**config.mk**
```make
export PLATFORM = sky130hd
export DESIGN_NAME = systolic_array_controller
export DESIGN_NICKNAME = d
export VERILOG_FILES = /design/src/rtl/systolic_array_controller_pkg.sv /design/src/rtl/sa_step_counter.sv /design/src/rtl/systolic_array_controller.sv
export SDC_FILE = /design/constraint.sdc
export NUM_CORES = 1
export LEC_CHECK = 0
export BUFFER_PORTS_ARGS = -buffer_cell sky130_fd_sc_hd__buf_4
export CORE_MARGIN = 5
export CORE_UTILIZATION = 58
export DETAILED_ROUTE_END_ITERATION = 8
export HOLD_SLACK_MARGIN = 0.06
export PLACE_DENSITY = 0.8
export SLEW_MARGIN = 10
export SYNTH_ARGS = -nofsm -noshare
export SYNTH_HDL_FRONTEND = slang
export SYNTH_HIERARCHICAL = 1
export SYNTH_SLANG_ARGS = --single-unit
export TNS_END_PERCENT = 50
```
**constraint.sdc**
```tcl
create_clock -name clk -period 3.1 [get_ports clk]
set_clock_uncertainty 0.1 [all_clocks]
set_input_delay 0.62 -clock clk [delete_from_list [all_inputs] [get_ports clk]]
set_output_delay 0.62 -clock clk [all_outputs]
set_load 0.1 [all_outputs]
```
**src/rtl/systolic_array_controller_pkg.sv**
```systemverilog
// rtl/systolic_array_controller_pkg.sv - shared state encoding and phase constants
//
// Purpose: job phase enumeration and the fixed FLUSH length, shared by the
//          controller top and any tooling that decodes its state.
// Ports:   none (package).

package systolic_array_controller_pkg;

  typedef enum logic [2:0] {
    S_IDLE  = 3'd0,
    S_CLEAR = 3'd1,
    S_FEED  = 3'd2,
    S_FLUSH = 3'd3,
    S_DRAIN = 3'd4,
    S_DONE  = 3'd5
  } sa_state_t;

  // Operand register, accumulator register and result register of the last PE.
  localparam int FLUSH_LEN = 3;

endpackage

```
**src/rtl/sa_step_counter.sv**
```systemverilog
// rtl/sa_step_counter.sv - loadable down-counter with zero flag for phase lengths
//
// Purpose: holds the remaining cycle count of the current phase. Loading value
//          L makes the phase last L+1 cycles (zero is raised in the last one).
// Ports:
//   clk, rst  - clock, synchronous active-high reset
//   load      - load load_val this edge (takes priority over decrement)
//   load_val  - W-bit reload value
//   zero      - count is zero

module sa_step_counter #(
  parameter int W = 5
) (
  input  logic         clk,
  input  logic         rst,
  input  logic         load,
  input  logic [W-1:0] load_val,
  output logic         zero
);

  logic [W-1:0] count;

  always_ff @(posedge clk) begin
    if (rst) begin
      count <= '0;
    end else if (load) begin
      count <= load_val;
    end else if (count != '0) begin
      count <= count - 1'b1;
    end
  end

  assign zero = (count == '0);

endmodule

```
**src/rtl/systolic_array_controller.sv**
```systemverilog
// rtl/systolic_array_controller.sv - job sequencer for an NxN systolic MAC array
//
// Purpose: runs clear -> skewed feed -> flush -> drain for one job per start.
//          Every output is a flop loaded from the next-state decode, so nothing
//          combinational reaches the outputs from start or k_len.
// Ports:
//   clk, rst   - clock, synchronous active-high reset
//   start      - job request (only honoured in IDLE)
//   k_len      - reduction length, legal range 1..KMAX
//   busy       - CLEAR through DRAIN
//   done       - one-cycle end-of-job pulse
//   cfg_err    - one-cycle pulse on a start with illegal k_len
//   array_clr  - PE register clear
//   mode       - 0 accumulate / 1 shift results down
//   feed_t     - current feed step (0 outside FEED)
//   lane_valid - per-lane operand-live mask
//   res_valid  - bottom-row c_out holds a result row
//   res_row    - row index of the result on c_out

module systolic_array_controller
  import systolic_array_controller_pkg::*;
#(
  parameter int N    = 4,
  parameter int KMAX = 15,
  parameter int CW   = $clog2(KMAX + 2 * N)
) (
  input  logic                       clk,
  input  logic                       rst,
  input  logic                       start,
  input  logic [$clog2(KMAX+1)-1:0]  k_len,
  output logic                       busy,
  output logic                       done,
  output logic                       cfg_err,
  output logic                       array_clr,
  output logic                       mode,
  output logic [CW-1:0]              feed_t,
  output logic [N-1:0]               lane_valid,
  output logic                       res_valid,
  output logic [$clog2(N)-1:0]       res_row
);

  localparam int KW = $clog2(KMAX + 1);
  localparam int RW = $clog2(N);

  sa_state_t     state, state_n;
  logic [KW-1:0] k_reg, k_reg_n;
  logic [CW-1:0] feed_t_n;
  logic [RW-1:0] res_row_n;
  logic          cnt_load, cnt_zero;
  logic [CW-1:0] cnt_load_val;
  logic          cfg_err_n, legal;
  logic [N-1:0]  lane_valid_n;

  sa_step_counter #(.W(CW)) u_step (
    .clk      (clk),
    .rst      (rst),
    .load     (cnt_load),
    .load_val (cnt_load_val),
    .zero     (cnt_zero)
  );

  // Compare in 32 bits so the upper bound stays meaningful whatever KMAX is.
  assign legal = (k_len != '0) && (int'(k_len) <= KMAX);

  always_comb begin
    state_n      = state;
    k_reg_n      = k_reg;
    feed_t_n     = feed_t;
    res_row_n    = res_row;
    cnt_load     = 1'b0;
    cnt_load_val = '0;
    cfg_err_n    = 1'b0;
    case (state)
      S_IDLE: begin
        if (start) begin
          if (legal) begin
            k_reg_n = k_len;
            state_n = S_CLEAR;
          end else begin
            cfg_err_n = 1'b1;
          end
        end
      end
      S_CLEAR: begin
        // Last lane is live until step (N-1)+k-1, plus N-1 more steps of skew.
        state_n      = S_FEED;
        feed_t_n     = '0;
        cnt_load     = 1'b1;
        cnt_load_val = CW'(k_reg) + CW'(2 * N - 3);
      end
      S_FEED: begin
        if (cnt_zero) begin
          state_n      = S_FLUSH;
          feed_t_n     = '0;
          cnt_load     = 1'b1;
          cnt_load_val = CW'(FLUSH_LEN - 1);
        end else begin
          feed_t_n = feed_t + 1'b1;
        end
      end
      S_FLUSH: begin
        if (cnt_zero) begin
          state_n      = S_DRAIN;
          res_row_n    = RW'(N - 1);
          cnt_load     = 1'b1;
          cnt_load_val = CW'(N - 1);
        end
      end
      S_DRAIN: begin
        // Bottom row leaves the array first.
        if (cnt_zero) begin
          state_n   = S_DONE;
          res_row_n = '0;
        end else begin
          res_row_n = res_row - 1'b1;
        end
      end
      S_DONE: begin
        state_n = S_IDLE;
      end
      default: begin
        state_n = S_IDLE;
      end
    endcase

    for (int i = 0; i < N; i++) begin
      lane_valid_n[i] = (state_n == S_FEED) && (int'(feed_t_n) >= i) &&
                        (int'(feed_t_n) < i + int'(k_reg_n));
    end
  end

  always_ff @(posedge clk) begin
    if (rst) begin
      state      <= S_IDLE;
      k_reg      <= '0;
      feed_t     <= '0;
      res_row    <= '0;
      busy       <= 1'b0;
      done       <= 1'b0;
      cfg_err    <= 1'b0;
      array_clr  <= 1'b0;
      mode       <= 1'b0;
      lane_valid <= '0;
      res_valid  <= 1'b0;
    end else begin
      state      <= state_n;
      k_reg      <= k_reg_n;
      feed_t     <= feed_t_n;
      res_row    <= res_row_n;
      busy       <= (state_n == S_CLEAR) || (state_n == S_FEED) ||
                    (state_n == S_FLUSH) || (state_n == S_DRAIN);
      done       <= (state_n == S_DONE);
      cfg_err    <= cfg_err_n;
      array_clr  <= (state_n == S_CLEAR);
      mode       <= (state_n == S_DRAIN);
      lane_valid <= lane_valid_n;
      res_valid  <= (state_n == S_DRAIN);
    end
  end

endmodule

```
==> results.tsv, run 1 <==
metric	value	unit
port-buffer-count	23	
start_kind	flop	
grt_overflow	0	
p_per_area	623	nW/um^2
coreArea	3310	sq um
dp_hpwl	3.26	mm
area_growth	15.9	%
fin_crit_sh	90.4	%
firstDrtPassIters	6	
synth-seq-area-share	28.3	%
cts_inserted_buffers	3	
yosysUniqueCellTypes	51	
viasPerCell	5.79	
final_net_count	290	
dieHeight	68.4	microns
start_util	59.8	%
crit_fanout	5	
crit_arrival	2.98	ns
critical_path_class	reg -> reg	
synth_fp_nets	260	
ioPinCount	24	
drt_iter0_drc	97	
fillerInstances	282	
layout.cells.non_filler	308	
min_from	res_row[1]	
p_seq_share	32.0	%
drc	0	
irDropWorstVdd	223	uV
postSynthAreaPerCell	8.49	sq um
r2r_cells	12	
antenna_found_initial	0	
power_switching_share	45.2	%
ys_ff_latch	28	
r2r_start	state[1]	
largestRegisters	feed_t: 5 flops, u_step/count: 5 flops	
multi_input_area	1320	sq um
vias	1782	
timing.rr.end	lane_valid[1]	
cts_tree	done	
whs_endpoint	res_row[1]	
insertion_delay	0.33	ns
synth_edf_count	0	
cts_max_level	1	
status	finished clean	
avgRoutedWirePerCell	14.4	microns
drt_wl_total	4.43	mm
r2r_slack	0.30	ns
routabilityCongestion	0.876	
grt_pass1_wl	7.44	mm
rsz0062_at_grt	false	
hold_viol_final	0	
cts_sinks	28	
hold_slack	0.440	ns
worst_pin_slew	0.568	ns
min_period	2.80	ns
clk_pin_slew	0.16	ns
grt_max_degree	27	
endpoint_kind	flop	
p_comb_share	55.3	%
finalPower	1.43	mW
num_rows	21	
synthFlopType	dfxtp_1	
ant_nets	0	
drv_slew	0	
ctsLongestPathBuffers	2	
cp.required	3.28	ns
p_leak	0.958	nW
grt_usage	20.4	%
max_slew_margin	61.7	%
die_w	68.4	microns
drv_cap	0	
p_sw	0.645	mW
hold_path.class	reg -> reg	
whs_path_depth	2	
cts_root_buffer	clkbuf_4	
maxClockFrequency	357	MHz
synthArstFlopShare	0	%
internal_power	0.782	mW
netlist_area	1980	sq um
placed_cells	304	
regArea	561	sq um
netlist_instances	233	
p_clk_share	12.8	%
drive_gt1_share	20.6	%
final-setup-viol-count	0	
die_area	4680	sq um
num_antenna_cells	0	
fin_tns_setup	0	ns
synth_warnings	6	
grt_pass1_vias	1649	
==> Yosys cell counts (all sizes together), types with 6 or more instances <==
| master | n | share of area [%] |
|---|---|---|
| nor2 | 22 | 4.2 |
| a21oi | 22 | 5.9 |
| nor3 | 6 | 1.5 |
| nand2 | 16 | 3.4 |
| dfxtp | 28 | 28 |
| nor2b | 7 | 2.2 |
| clkbuf | 6 | 1.1 |
| xnor2 | 6 | 2.7 |
| inv | 14 | 2.7 |
| o21ai | 12 | 3.0 |
| nor4 | 6 | 2.2 |
| ha | 20 | 13 |
| nand3 | 6 | 1.5 |
==> cell type report <==
| cell class | instances | area share, % |
|---|---|---|
| well taps | 46 | 2.51 |
| flip-flops and latches | 28 | 24.4 |
| multi-input cells | 181 | 57.7 |
| clock buffers | 4 | 1.58 |
| repair buffers | 35 | 11.5 |
| inverters | 14 | 2.29 |
==> per-stage QoR <==
stage	worst slack, ns	util, %	instance area (sq um)
floorplan	0.206	-	1980
global route	0.0479	69.3	2290
detailed placement	0.0384	68.0	2250
CTS	0.137	69.1	2290
global placement	0.0945	68.0	2250
finish	0.298	69.3	2290
==> cells by family (layout without fill, tap and decap cells) <==
| group | Yosys count | in the layout | synth area share, % |
|---|---|---|---|
| AOI/OAI and AO/OA | 61 | 61 | 22.2 |
| xor gates and xnor gates | 10 | 10 | 4.43 |
| adders and majority gates | 20 | 20 | 12.7 |
| buffers and inverters | 24 | 53 | 5.06 |
| DFF | 28 | 28 | 28.3 |
| and+or+nand+nor | 90 | 90 | 27.3 |
==> power by group through the flow <==
stage	logic (mW)	clock network, mW	registers [mW]
3_3_place_gp	0.771	0	0.463
3_5_place_dp	0.781	0	0.465
6_report	0.789	0.182	0.456
2_1_floorplan	0.505	0	0.559
5_1_grt	0.875	0.202	0.463
4_1_cts	0.786	0.186	0.456
==> cells in the final DEF (no fill, tap or decap), types with 5 or more instances in the layout <==
cell type	count
buf_4	35
dfxtp_1	28
nor2_1	22
a21oi_1	20
ha_1	20
nand2_1	15
inv_1	13
o21ai_0	12
nor2b_1	7
nand3_1	6
nor3_1	6
xnor2_1	6
nor4_1	5
==> metal layers <==
metal	vias to the layer above	global-route usage, %	wire length, microns
li1	913	-	-
met1	829	27.0	2060
met2	36	34.2	2170
met3	4	2.13	134
met4	0	6.95	58
met5	-	0	0
==> worst max-delay path: stages, from the launching register on <==
cell,delay (ns)
dfxtp_1,0.36
nor4b_4,0.40
nand2_4,0.11
a22oi_1,0.37
inv_1,0.13
ha_1,0.23
xnor2_1,0.19
ha_1,0.27
a21oi_1,0.16
nor2b_1,0.06
o21ai_0,0.14
o211ai_1,0.11
a21oi_1,0.12
==> worst max-delay path by stage <==
stage | from | end | slack [ns] | depth (start not counted)
after floorplan | feed_t[0] | lane_valid[3] | 0.21 | 8
after global placement | start | lane_valid[1] | 0.09 | 13
after detailed placement | start | lane_valid[1] | 0.04 | 13
after CTS | u_step/count[0] | lane_valid[2] | 0.14 | 11
after global routing | state[1] | lane_valid[1] | 0.05 | 12
final | state[1] | lane_valid[1] | 0.30 | 12
==> repair_timing <==
| action | 4_1_cts | 5_1_grt |
|---|---|---|
| setup endpoints to repair | 0 | 2 |
| buffers inserted | 0 | 0 |
| hold buffers | 0 | 0 |
| gates resized for setup | 0 | 1 |
No activity file was read; power rests on OpenSTA's default activity.
==> run 2, diff against run 1 <==
--- a/config.mk
+++ b/config.mk
@@ -9,6 +9,7 @@
 export CORE_MARGIN = 5
 export CORE_UTILIZATION = 58
 export DETAILED_ROUTE_END_ITERATION = 8
+export GPL_TIMING_DRIVEN = 0
 export HOLD_SLACK_MARGIN = 0.06
 export PLACE_DENSITY = 0.8
 export SLEW_MARGIN = 10
==> run 2 against run 1 <==
  * Count of clock-buffer cells in the layout decreased by 1
  * Largest cell class unchanged
  * Hold slack lost 0.029 ns
  * First-iteration DRC count is 5.2% higher
  * Wire length down 3.9%
  * Die area did not move
  * Critical path depth did not move
  * Final cell count unchanged
  * Design area decreased by 0.93%
  * Utilization is 0.64 points lower
  * Sequential power rose by 2%
  * Non-clock buffer count is 1 higher
==> results.tsv, run 2 (synthesis results as in run 1) <==
metric	value	unit	change
status	finished clean		
maxClockFrequency	340	MHz	-4.7%
path_cells	inv_1 -> ha_1 -> nor4b_4 -> buf_4 -> nor4b_4 -> a211oi_1 -> o2bb2ai_2 -> ha_1 -> nor2b_1 -> o21ai_0 -> o211ai_1 -> a21oi_1		
cts_root_buffer	clkbuf_4		
drv_slew	0		unchanged
max_slew_margin	61.6	%	-0.083 points
irDropWorstVdd	231	uV	+3.7%
drc	0		unchanged
max_stage_delay	0.40	ns	about the same
avgRoutedWirePerCell	13.8	microns	-3.9%
p_seq_share	33.3	%	+1.3 points
fin_crit_sh	94.9	%	+4.5 points
layout.cells.non_filler	308		unchanged
crit_arrival	3.11	ns	+0.13 ns
cp.required	3.27	ns	about the same
worst_pin_slew	0.572	ns	+0.00341 ns
drv_cap	0		unchanged
p_per_area	612	nW/um^2	-1.7%
dieHeight	68.4	microns	unchanged
critical_path_class	reg -> reg		
start_kind	flop		
viasPerCell	5.81		+0.34%
routabilityCongestion	0.868		-0.95%
min_period	2.94	ns	+0.140 ns
num_rows	21		unchanged
antenna_found_initial	0		unchanged
vias	1788		+0.34%
p_clk_share	10.6	%	-2.2 points
drive_gt1_share	18.7	%	-1.9 points
area_growth	14.9	%	
num_antenna_cells	0		unchanged
clk_pin_slew	0.14	ns	-0.02 ns
fin_area	2270	sq um	-0.93%
rsz0062_at_grt	false		
drt_iter0_drc	102		+5.2%
drt_wl_total	4.25	mm	-3.9%
final_net_count	291		+0.34%
die_area	4680	sq um	unchanged
grt_pass1_vias	1621		-1.7%
cts_inserted_buffers	3		unchanged
final-setup-viol-count	0		unchanged
grt_usage	20.0	%	-0.39 points
grt_overflow	0		unchanged
p_leak	0.933	nW	-2.6%
cts_tree	done		
endpoint_kind	flop		
ant_nets	0		unchanged
most-common-layout-cells	buf_4, dfxtp_1, nor2_1, a21oi_1, ha_1		
firstDrtPassIters	4		-2
p_comb_share	56.1	%	+0.8 points
p_sw	0.641	mW	-0.65%
grt_max_degree	15		-44%
grt_pass1_wl	7.24	mm	-2.7%
ioPinCount	24		unchanged
ctsLongestPathBuffers	2		unchanged
placed_cell_area	2210	sq um	-1.9%
cts_max_level	1		unchanged
hold_path.class	in -> reg		
dp_hpwl	3.23	mm	-0.98%
hold_viol_final	0		unchanged
port-buffer-count	23		unchanged
cts_sinks	28		unchanged
largestRegisters	feed_t: 5 flops, u_step/count: 5 flops		
insertion_delay	0.32	ns	about the same
placed_cells	302		-0.66%
post-route-util	68.6	%	-0.64 points
slowest_stage	nor4b_4		
internal_power	0.750	mW	-4.2%
start_util	59.8	%	unchanged
die_w	68.4	microns	unchanged
crit_fanout	9		+4
power_switching_share	46.1	%	+0.89 points
coreArea	3310	sq um	unchanged
==> run 2: changes by cell type in the layout (fill, tap and decap cells not counted), sizes merged <==
cell / previous run / this run
buf: 35 / 30
clkbuf: 4 / 9
==> run 2: worst paths after layout <==
| path | startpoint | endpoint | slack (ns) | depth (start not counted) |
|---|---|---|---|---|
| worst min-delay path | rst | u_step/count[2] | 0.41 | 2 |
| worst min register to register | res_row[1] | res_row[1] | 0.45 | 2 |
| worst max-delay path | u_step/count[0] | lane_valid[1] | 0.16 | 12 |
| worst max register to register | u_step/count[0] | lane_valid[1] | 0.16 | 12 |
==> run 2: area by class of cell <==
class,instances,area (sq um)
Buffer,10,47.5
Clock buffer,3,22.5
Fill cell,310,1040
Inverter,14,52.6
Multi-Input combinational cell,181,1340
Sequential cell,28,561
Tap cell,46,57.6
Timing Repair Buffer,26,195
==> run 2: metrics by stage <==
stage          hold slack, ns  TNS, ns  worst slack (ns)  total power, mW
6_report                0.411        0             0.158             1.39
4_1_cts                 0.400        0            0.0456             1.38
2_1_floorplan           0.390        0             0.206             1.06
3_3_place_gp            0.415   -0.506            -0.212             1.20
3_5_place_dp            0.426   -0.582            -0.189             1.21
5_1_grt                 0.419        0           0.00996             1.50
==> run 2: power by group through the flow <==
stage / Clock [mW] / Combinational [mW] / Sequential, mW
3_3_place_gp: 0 / 0.733 / 0.468
6_report: 0.147 / 0.781 / 0.463
5_1_grt: 0.163 / 0.867 / 0.469
3_5_place_dp: 0 / 0.740 / 0.470
2_1_floorplan: 0 / 0.505 / 0.559
4_1_cts: 0.150 / 0.768 / 0.462
==> run 2: critical path, delay by kind of cell (launching register included) <==
kind / cells / cell delay (ns)
buf+inv: 2 / 0.25
fa+ha+maj: 2 / 0.53
simple gates: 3 / 0.68
flops: 1 / 0.38
compound gates: 5 / 0.93
==> run 2: metal layers <==
metal  wire (microns)  track usage [%]  vias up
li1                 -                -      912
met1             1950             26.5      831
met2             2080             33.4       35
met3              152             2.30       10
met4               74             6.70        0
met5                0                0        -
==> run 2: timing repair <==
action / in CTS / in global routing
endpoints found under the setup margin: 5 / 3
hold buffers: 0 / 0
resized for setup: 3 / 1
setup buffers: 1 / 2
pin swaps: 0 / 2
